[config.mk]
export PLATFORM = sky130hd
export DESIGN_NAME = cnt_tc_irq_coalesce
export DESIGN_NICKNAME = d
export VERILOG_FILES = /design/src/rtl/cnt_tc_irq_coalesce.sv
export SDC_FILE = /design/constraint.sdc
export NUM_CORES = 1
export LEC_CHECK = 0
export ABC_AREA = 1
export CORE_MARGIN = 8
export CORE_UTILIZATION = 59
export DETAILED_ROUTE_END_ITERATION = 8
export HOLD_SLACK_MARGIN = 0.06
export PLACE_DENSITY = 0.95
export SYNTH_ARGS = -nofsm -noshare
export SYNTH_HDL_FRONTEND = slang
export SYNTH_SLANG_ARGS = --single-unit
[constraint.sdc]
create_clock -name clk_i -period 3.9 [get_ports clk_i]
set_input_delay 0.78 -clock clk_i [delete_from_list [all_inputs] [get_ports clk_i]]
set_output_delay 0.78 -clock clk_i [all_outputs]
set_load 0.05 [all_outputs]
[src/rtl/cnt_tc_irq_coalesce.sv]
// Coalesces terminal-count events into a level interrupt, fired either at a
// pending-count threshold or after a timeout measured from the first unserviced event.
module cnt_tc_irq_coalesce #(
    parameter int unsigned CNT_W = 8,
    parameter int unsigned TMO_W = 16
) (
    input  logic             clk_i,
    input  logic             rst_i,
    input  logic             en_i,
    input  logic             tc_i,
    input  logic [CNT_W-1:0] thr_i,
    input  logic [TMO_W-1:0] tmo_i,
    input  logic             ack_i,
    output logic             irq_o,
    output logic [CNT_W-1:0] pend_o,
    output logic             ovf_o
);

    typedef enum logic [1:0] {StIdle, StAccum, StFire} state_e;

    state_e             state_q, state_d;
    logic [CNT_W-1:0]   pend_q, pend_d;
    logic [TMO_W-1:0]   timer_q, timer_d;
    logic               ovf_q, ovf_d;
    logic               irq_q, irq_d;
    logic               tc_q;

    logic               evt;
    logic               pend_sat;
    logic               tmo_hit;
    logic [CNT_W-1:0]   thr_eff;
    logic [CNT_W-1:0]   pend_inc;
    state_e             first_state;

    assign evt         = en_i & tc_i & ~tc_q;
    assign thr_eff     = (thr_i == '0) ? CNT_W'(1) : thr_i;
    assign pend_sat    = &pend_q;
    assign pend_inc    = pend_sat ? pend_q : pend_q + CNT_W'(1);
    // Timer starts at 0 on ACCUM entry, so this lands exactly tmo_i cycles later.
    assign tmo_hit     = (tmo_i != '0) && (timer_q == tmo_i - TMO_W'(1));
    assign first_state = (thr_eff == CNT_W'(1)) ? StFire : StAccum;

    always_comb begin
        state_d = state_q;
        pend_d  = pend_q;
        ovf_d   = ovf_q;
        timer_d = timer_q;
        if (!en_i) begin
            state_d = StIdle;
            pend_d  = '0;
            ovf_d   = 1'b0;
            timer_d = '0;
        end else begin
            unique case (state_q)
                StIdle: begin
                    if (evt) begin
                        pend_d  = CNT_W'(1);
                        timer_d = '0;
                        state_d = first_state;
                    end
                end
                StAccum: begin
                    timer_d = (&timer_q) ? timer_q : timer_q + TMO_W'(1);
                    if (evt) begin
                        pend_d = pend_inc;
                        if (pend_sat) ovf_d = 1'b1;
                    end
                    // Also catches a threshold lowered to or below the current count.
                    if ((pend_d >= thr_eff) || tmo_hit) state_d = StFire;
                end
                StFire: begin
                    if (ack_i) begin
                        ovf_d   = 1'b0;
                        timer_d = '0;
                        if (evt) begin
                            pend_d  = CNT_W'(1);
                            state_d = first_state;
                        end else begin
                            pend_d  = '0;
                            state_d = StIdle;
                        end
                    end else if (evt) begin
                        pend_d = pend_inc;
                        if (pend_sat) ovf_d = 1'b1;
                    end
                end
                default: state_d = StIdle;
            endcase
        end
        irq_d = (state_d == StFire);
    end

    always_ff @(posedge clk_i) begin
        if (rst_i) begin
            state_q <= StIdle;
            pend_q  <= '0;
            timer_q <= '0;
            ovf_q   <= 1'b0;
            irq_q   <= 1'b0;
            tc_q    <= 1'b0;
        end else begin
            state_q <= state_d;
            pend_q  <= pend_d;
            timer_q <= timer_d;
            ovf_q   <= ovf_d;
            irq_q   <= irq_d;
            tc_q    <= tc_i;
        end
    end

    assign irq_o  = irq_q;
    assign pend_o = pend_q;
    assign ovf_o  = ovf_q;

endmodule
==> metrics.md, run 1 <==
| Metric | Value |
|---|---|
| Post-route ant nets | 0 |
| Synth Instances | between 300 and 400 |
| Setup repair after global routing missed its margin | no |
| DRC | 0 |
| Vias in the first global route | about 2.6k |
| GRT Total Usage | 0.197 |
| Pint | 0.513 mW |
| Mux share of post-synthesis cell area | 0 |
| PwrDens | ~230 nW/um^2 |
| Sequential Power Share | 0.428 |
| Clock sink count | 29 |
| Routability cong. | 0.933 |
| Syn_nets | around 440 |
| Seq/Total Area, Yosys | 0.231 |
| Post-synth top area cell | dfxtp_1 |
| Post-synth EDFFs | 0 |
| FF+latch count, synth | 29 |
| Die extent in y | 81.3 um |
| Most used cell, CP | nand2_1 |
| Outcome | finished, final reports clean |
| Ys async rst share | 0 |
| Fmax | 312 MHz |
| Layout cell share with drive strength beyond 1 | 0.0679 |
| Worst setup path class | input pin to flip-flop |
| Htree depth | 2 |
| Main flop type after synthesis | dfxtp_1 |
| Max Cap Viol | 0 |
| R2r setup slk | between 1 and 1.5 ns |
| CP top delay family | simple AND/OR/NAND/NOR gates |
| Synth unique cells | 38 |
| Maximum fanout along the worst path | 6 |
| Final Hold Fails | 0 |
| Largest family of logic cells by synthesized area | simple AND/OR/NAND/NOR gates |
| Gate power share | 0.173 |
| DRT Pass-1 Iters | 5 |
| Clk pwr share | 0.398 |
| Critical path's largest stage delay | 0.47 ns |
| VDD IR max | 0.000216 V |
| Yosys warning total | 0 |
| Row cnt | 23 |
| Critical-path top delay cell | clkdlybuf4s50_1 |
| Post-CTS setup buffer count | 0 |
| Worst Max-Slew Pin Slew | ~0.59 ns |
| Nets | 485 |
| Dpl hpwl | 5050 um |
| Synth cell count leaders | 102 x nand2_1, 63 x inv_1, 45 x nor2_1 |
| Mean Syn Cell Area | 6.31 um^2 |
| CTS Buf Count | 5 |
| Count leader, synth | nand2_1 |
| Sw Ratio | 0.269 |
| Sum of negative setup slack | 0 ns |
| Drt via density | 5.40 |
| Post-Synth XOR/XNOR Area | 0.0822 |
| Synth Area in Simple Gates | 0.365 |
| Starting density of the core | 0.619 |
| Hold Buf Count CTS | 0 |
| CP endpoint kind | flip-flop |
| WL per Instance | 13.1 um |
| Area Overhead vs Synth | 21.0% |
| P_sw | 0.189 mW |
| CTS tree | done |
| Post-route cell area | 3040 um^2 |
| Clk_skew | 0.00361 ns |
| Drt first-iter violations | 191 |
| Final setup fails | 0 |
| Arrival @ worst endpoint | 3.39 ns |
| Period minus WS final | roughly 3.2 ns |
| Grt total ovfl | 0 |
| Clock transition at path regs | about 0.060 ns |
| Buf+Inv Stages, Crit Path | 3 |
| Initial antenna violation count | 0 |
| Port Buffers | 38 |
| N_diodes | 0 |
| Synth Area in Compound Gates | 0.138 |
| Lkg Pwr | ~1.3 nW |
| Relative slew slack | 0.609 |
| Top Ports | 39 |
| Die width | 81.3 um |
| WP data required | 4.08 ns |
| Post-DP Area | 2940 um^2 |
| Die area | 6600 um^2 |
| Crit share post-route | 0.823 |
| Via count | approximately 2.7k |
| Global-route wire length before repair | 10,500 um |
| Pin count of the biggest net entering global routing | 13 |
| Synth area leaders | dfxtp_1 23%, nand2_1 15%, inv_1 9.4% |
| Drt total wl | 6430 um |
| Max Transition Viols Final | 0 |
| Place WS | 0.429 ns |
| Worst-path cell chain | clkdlybuf4s50_1 > inv_2 > nor3_4 > inv_1 > nor4_1 > o21ai_0 > o21ai_0 > ha_1 > nand4_1 > o221ai_1 > nor2_1 > nand3_1 > nand2_1 > nand2_1 > nand2_1 > nor2_1 |
| Clk buf depth | 2 |
| Worst setup SP type | input pin |
| Core area | approximately 4100 um^2 |
| Worst skew pair latency | 0.28 ns |
| Fill count | 320 |
| Synth Area in Adders | 0.0747 |
| Hold Crit Class | flip-flop to flip-flop |
| Root Buffer | clkbuf_8 |
| Post-CTS sizing | 0 |
| Min setup slack post-route | around 0.7 ns |
| Post-synth top area share | 0.231 |
| Cell Area, Synth | 2510 um^2 |
worst register-to-register path: cells and delay by family (launching register included):
| kind | cells | cell delay, ns |
|---|---|---|
| AOI/OAI and AO/OA | 2 | 0.24 |
| DFF | 1 | 0.42 |
| and+or+nand+nor | 12 | 1.19 |
| adders and majority gates | 2 | 0.52 |
| xor gates and xnor gates | 1 | 0.15 |
| buffers and inverters | 2 | 0.16 |
power by group through the flow:
stage | registers [mW] | clock network [mW] | logic [mW]
floorplan | 0.308 | 0 | 0.0702
global placement | 0.307 | 0 | 0.117
detailed placement | 0.307 | 0 | 0.120
CTS | 0.301 | 0.284 | 0.121
global route | 0.301 | 0.298 | 0.134
finish | 0.301 | 0.279 | 0.122
logic make-up after synthesis:
logic type	Yosys count
AND/OR/NAND/NOR	203
buffers and inverters	70
AO/OA/AOI/OAI	59
flip-flops	29
XOR/XNOR	22
adder cells (fa/ha/maj)	15
cell type report:
class | instances | area [um^2] | area share
Clock buffer | 7 | 96.3 | 0.0317
Inverter | 68 | 258 | 0.0848
Multi-Input combinational cell | 299 | 1660 | 0.545
Sequential cell | 29 | 581 | 0.191
Tap cell | 50 | 62.6 | 0.0206
Timing Repair Buffer | 38 | 380 | 0.125
Clock inverter | 1 | 5.00 | 0.00165
through the flow:
step            util  std cells  hold slack, ns  total power [mW]
2_1_floorplan      -        398           0.466             0.379
3_3_place_gp   0.724        484           0.484             0.425
3_5_place_dp   0.724        484           0.501             0.428
4_1_cts        0.749        492           0.516             0.706
5_1_grt        0.749        492           0.537             0.733
6_report       0.749        492           0.516             0.702
worst paths after layout:
path	from	endpoint	cells past startpoint
setup reg to reg	pend_o[0]	irq_o	19
hold / removal	pend_o[4]	pend_o[4]	2
setup / recovery	tc_i	irq_o	16
hold reg to reg	pend_o[4]	pend_o[4]	2
cells in the final DEF (no fill, tap or decap), drive strengths merged, types with 2 or more instances in the layout:
| cell type | synthesis | layout |
|---|---|---|
| nand2 | 106 | 106 |
| inv | 67 | 67 |
| nor2 | 49 | 49 |
| clkdlybuf4s50 | 0 | 38 |
| dfxtp | 29 | 29 |
| a21oi | 27 | 27 |
| o21ai | 21 | 21 |
| nand3 | 18 | 18 |
| ha | 15 | 15 |
| nor3 | 13 | 13 |
| xnor2 | 11 | 11 |
| xor2 | 10 | 10 |
| clkbuf | 0 | 7 |
| nand4 | 6 | 6 |
| nand3b | 6 | 6 |
| nor4 | 3 | 3 |
| a211oi | 3 | 3 |
| or2 | 2 | 2 |
| o21bai | 2 | 2 |
| clkinv | 1 | 2 |
state kept, by name, summed over array words and instances, names as in the netlist:
name and flops:
timer_q 16, pend_o 8, state_q 2, irq_o 1
ovf_o 1, tc_q 1
routing by layer:
metal / global-route usage / up-vias / wire length (um)
li1: - / 1359 / -
met1: 0.198 / 1182 / 2720
met2: 0.365 / 92 / 3150
met3: 0.0464 / 23 / 354
met4: 0.111 / 0 / 206
met5: 0 / - / 0
Power figures use the tool's default switching activity.
==> run 2, diff against run 1 <==
Settings changed: CORE_UTILIZATION 59 to 49, PLACE_DENSITY 0.95 to 0.86.
Clock period 3.9 ns to 2.8 ns, I/O delays scaled along.
==> run 2 against run 1 <==
  * Sequential cell count unchanged
  * Die area up 16%
  * Sequential power up 39%
  * Critical path type is now flip-flop to flip-flop
  * Hold slack worse by 0.0075 ns
  * Critical path depth up 2
  * Sequential share of layout area down 1.8 points
  * Highest routed layer unchanged
  * Global-route usage down 0.71 points
  * Combinational power up 58%
  * Clock-buffer cell count unchanged
  * Final cell count up 9.8%
  * Utilization down 8.3 points
==> metrics.md, run 2 (same netlist as run 1, synthesis figures left out) <==
| Metric | Value |
|---|---|
| RR Startpoint | pend_o[0] (unchanged) |
| Crit share post-route | 0.956 |
| Layout cell share with drive strength beyond 1 | 0.162 (was 0.0679) |
| Hold Buf Count CTS | 0 (unchanged) |
| CP endpoint kind | flip-flop (unchanged) |
| Top reg by flops | timer_q (unchanged) |
| Hold Worst Slack | 0.509 ns (was 0.516 ns) |
| N_diodes | 0 (unchanged) |
| Starting density of the core | 0.498 (was 0.619) |
| Hold Crit Class | flip-flop to flip-flop (unchanged) |
| Worst setup path class | flip-flop to flip-flop (was input pin to flip-flop) |
| CTS tree | done (unchanged) |
| Clk buf depth | 2 (unchanged) |
| Clock sink count | 29 (unchanged) |
| Htree depth | 2 (unchanged) |
| Period minus WS final | 2.68 ns |
| Fill count | 421 (was 320) |
| Initial antenna violation count | 0 (unchanged) |
| DRC | 0 (unchanged) |
| Most frequent cells in the layout | 99 x nand2_1, 60 x inv_1, 42 x nor2_1, 36 x clkdlybuf4s50_1, 29 x dfxtp_1 (was 102 x nand2_1, 63 x inv_1, 45 x nor2_1, 38 x clkdlybuf4s50_1, 29 x dfxtp_1) |
| Worst setup SP type | flip-flop (was input pin) |
| Hold Startpoint | timer_q[3] (was pend_o[4]) |
| Root Buffer | clkbuf_8 (unchanged) |
| Vias in the first global route | 2,806 (was 2,580) |
| Routability cong. | 0.934 (was 0.933) |
| Top Ports | 39 (unchanged) |
| Core area | 5040 um^2 (was 4060 um^2) |
| Die area | 7670 um^2 (was 6600 um^2) |
| Max Cap Viol | 0 (unchanged) |
| Grt total ovfl | 0 (unchanged) |
| Lkg Pwr | 1.47 nW (was 1.29 nW) |
| Via count | 2,899 (was 2,656) |
| Outcome | finished, final reports clean (unchanged) |
| Worst Max-Slew Pin Slew | 0.511 ns (was 0.587 ns) |
| Arrival @ worst endpoint | 2.90 ns (was 3.39 ns) |
| Final setup fails | 0 (unchanged) |
| Maximum fanout along the worst path | 3 (was 6) |
| Fmax | ~370 MHz |
| Max reg flops | 16 (unchanged) |
| Drt first-iter violations | 199 (was 191) |
| Dpl hpwl | 5110 um (was 5050 um) |
| Die width | 87.6 um (was 81.3 um) |
| WL per Instance | 13.6 um (was 13.1 um) |
| Row cnt | 26 (was 23) |
| Relative slew slack | 0.659 (was 0.609) |
| Port Buffers | 38 (unchanged) |
| Post-route ant nets | 0 (unchanged) |
| CTS Buf Count | 5 (unchanged) |
| Die extent in y | 87.6 um (was 81.3 um) |
| Final Hold Fails | 0 (unchanged) |
| VDD IR max | 0.000233 V (was 0.000216 V) |
| Total Power | 0.963 mW (was 0.702 mW) |
| GRT Total Usage | 0.190 (was 0.197) |
| PwrDens | 287 nW/um^2 (was 231 nW/um^2) |
| DRT Pass-1 Iters | 5 (unchanged) |
| Clk_skew | 0.00522 ns (was 0.00361 ns) |
| Pin count of the biggest net entering global routing | 11 (was 13) |
| Area Overhead vs Synth | 33.8% (was 21.0%) |
| Nets | 514 (was 485) |
| Critical path origin | pend_o[0] (was tc_i) |
| Drt total wl | 7330 um (was 6430 um) |
| Global-route wire length before repair | 11,700 um (was 10,500 um) |
| Max Transition Viols Final | 0 (unchanged) |
| Clock transition at path regs | 0.06 ns (about the same) |
| Drt via density | 5.37 (was 5.40) |
| Commonest non-fill, non-tap cell in the layout | nand2_1 (unchanged) |
| WP data required | 3.02 ns (was 4.08 ns) |
| Worst skew pair latency | 0.28 ns (about the same) |
-- run 2: worst paths after layout --
| check | slack, ns | to | cells after the start |
|---|---|---|---|
| max reg2reg | 0.12 | irq_o | 18 |
| min reg2reg | 0.51 | timer_q[3] | 1 |
| max | 0.12 | irq_o | 18 |
| min | 0.51 | timer_q[3] | 1 |
-- run 2: worst max-delay path, cell delays in order, from the launching register on --
cell and delay, ns:
dfxtp_1 0.33, ha_2 0.20, nand2_1 0.14, nor3_2 0.06, nand2_1 0.13, nand2_2 0.11, inv_2 0.08, nand4_1 0.13
xnor2_2 0.19, ha_1 0.32, nand4_1 0.12, buf_4 0.17, nor3_4 0.21, nor2_2 0.08, nand3_1 0.09, nand2_1 0.05
nand2_1 0.06, nand2_1 0.06, nor2_1 0.08
-- run 2: timing repair --
action                                  in CTS  in global routing
setup buffers                                8                  4
pin swaps                                   12                 10
endpoints found under the setup margin       3                  3
gates resized for setup                     16                  9
-- run 2: area by class of cell --
type	count	area, um^2	area share
Tap cell	70	87.6	0.0261
Clock buffer	7	86.3	0.0257
Sequential cell	29	581	0.173
Multi-Input combinational cell	299	1740	0.518
Timing Repair Buffer	67	607	0.181
Inverter	68	258	0.0767
-- run 2: report_power, final --
group          leakage (nW)  total, mW  switching (mW)  internal [mW]
logic                  1.19      0.193           0.102         0.0909
registers             0.234      0.419         0.00307          0.416
clock network        0.0443      0.352           0.157          0.195
total                  1.47      0.963           0.262          0.701
-- run 2: routing by layer --
metal,share of wire,GRT usage
met5,0,0
met4,0.038,0.102
met3,0.074,0.0507
met2,0.49,0.356
met1,0.39,0.185
-- run 2: through the flow --
stage | utilization | cells | cell area, um^2 | worst slack [ns] | setup TNS (ns)
after floorplan | - | 398 | 2510 | 0.0680 | 0
final | 0.667 | 540 | 3360 | 0.123 | 0
after global placement | 0.613 | 521 | 3090 | -0.185 | -0.483
after global routing | 0.667 | 540 | 3360 | -0.0545 | -0.0853
after CTS | 0.655 | 536 | 3300 | 0.0283 | 0
after detailed placement | 0.613 | 521 | 3090 | -0.313 | -0.856
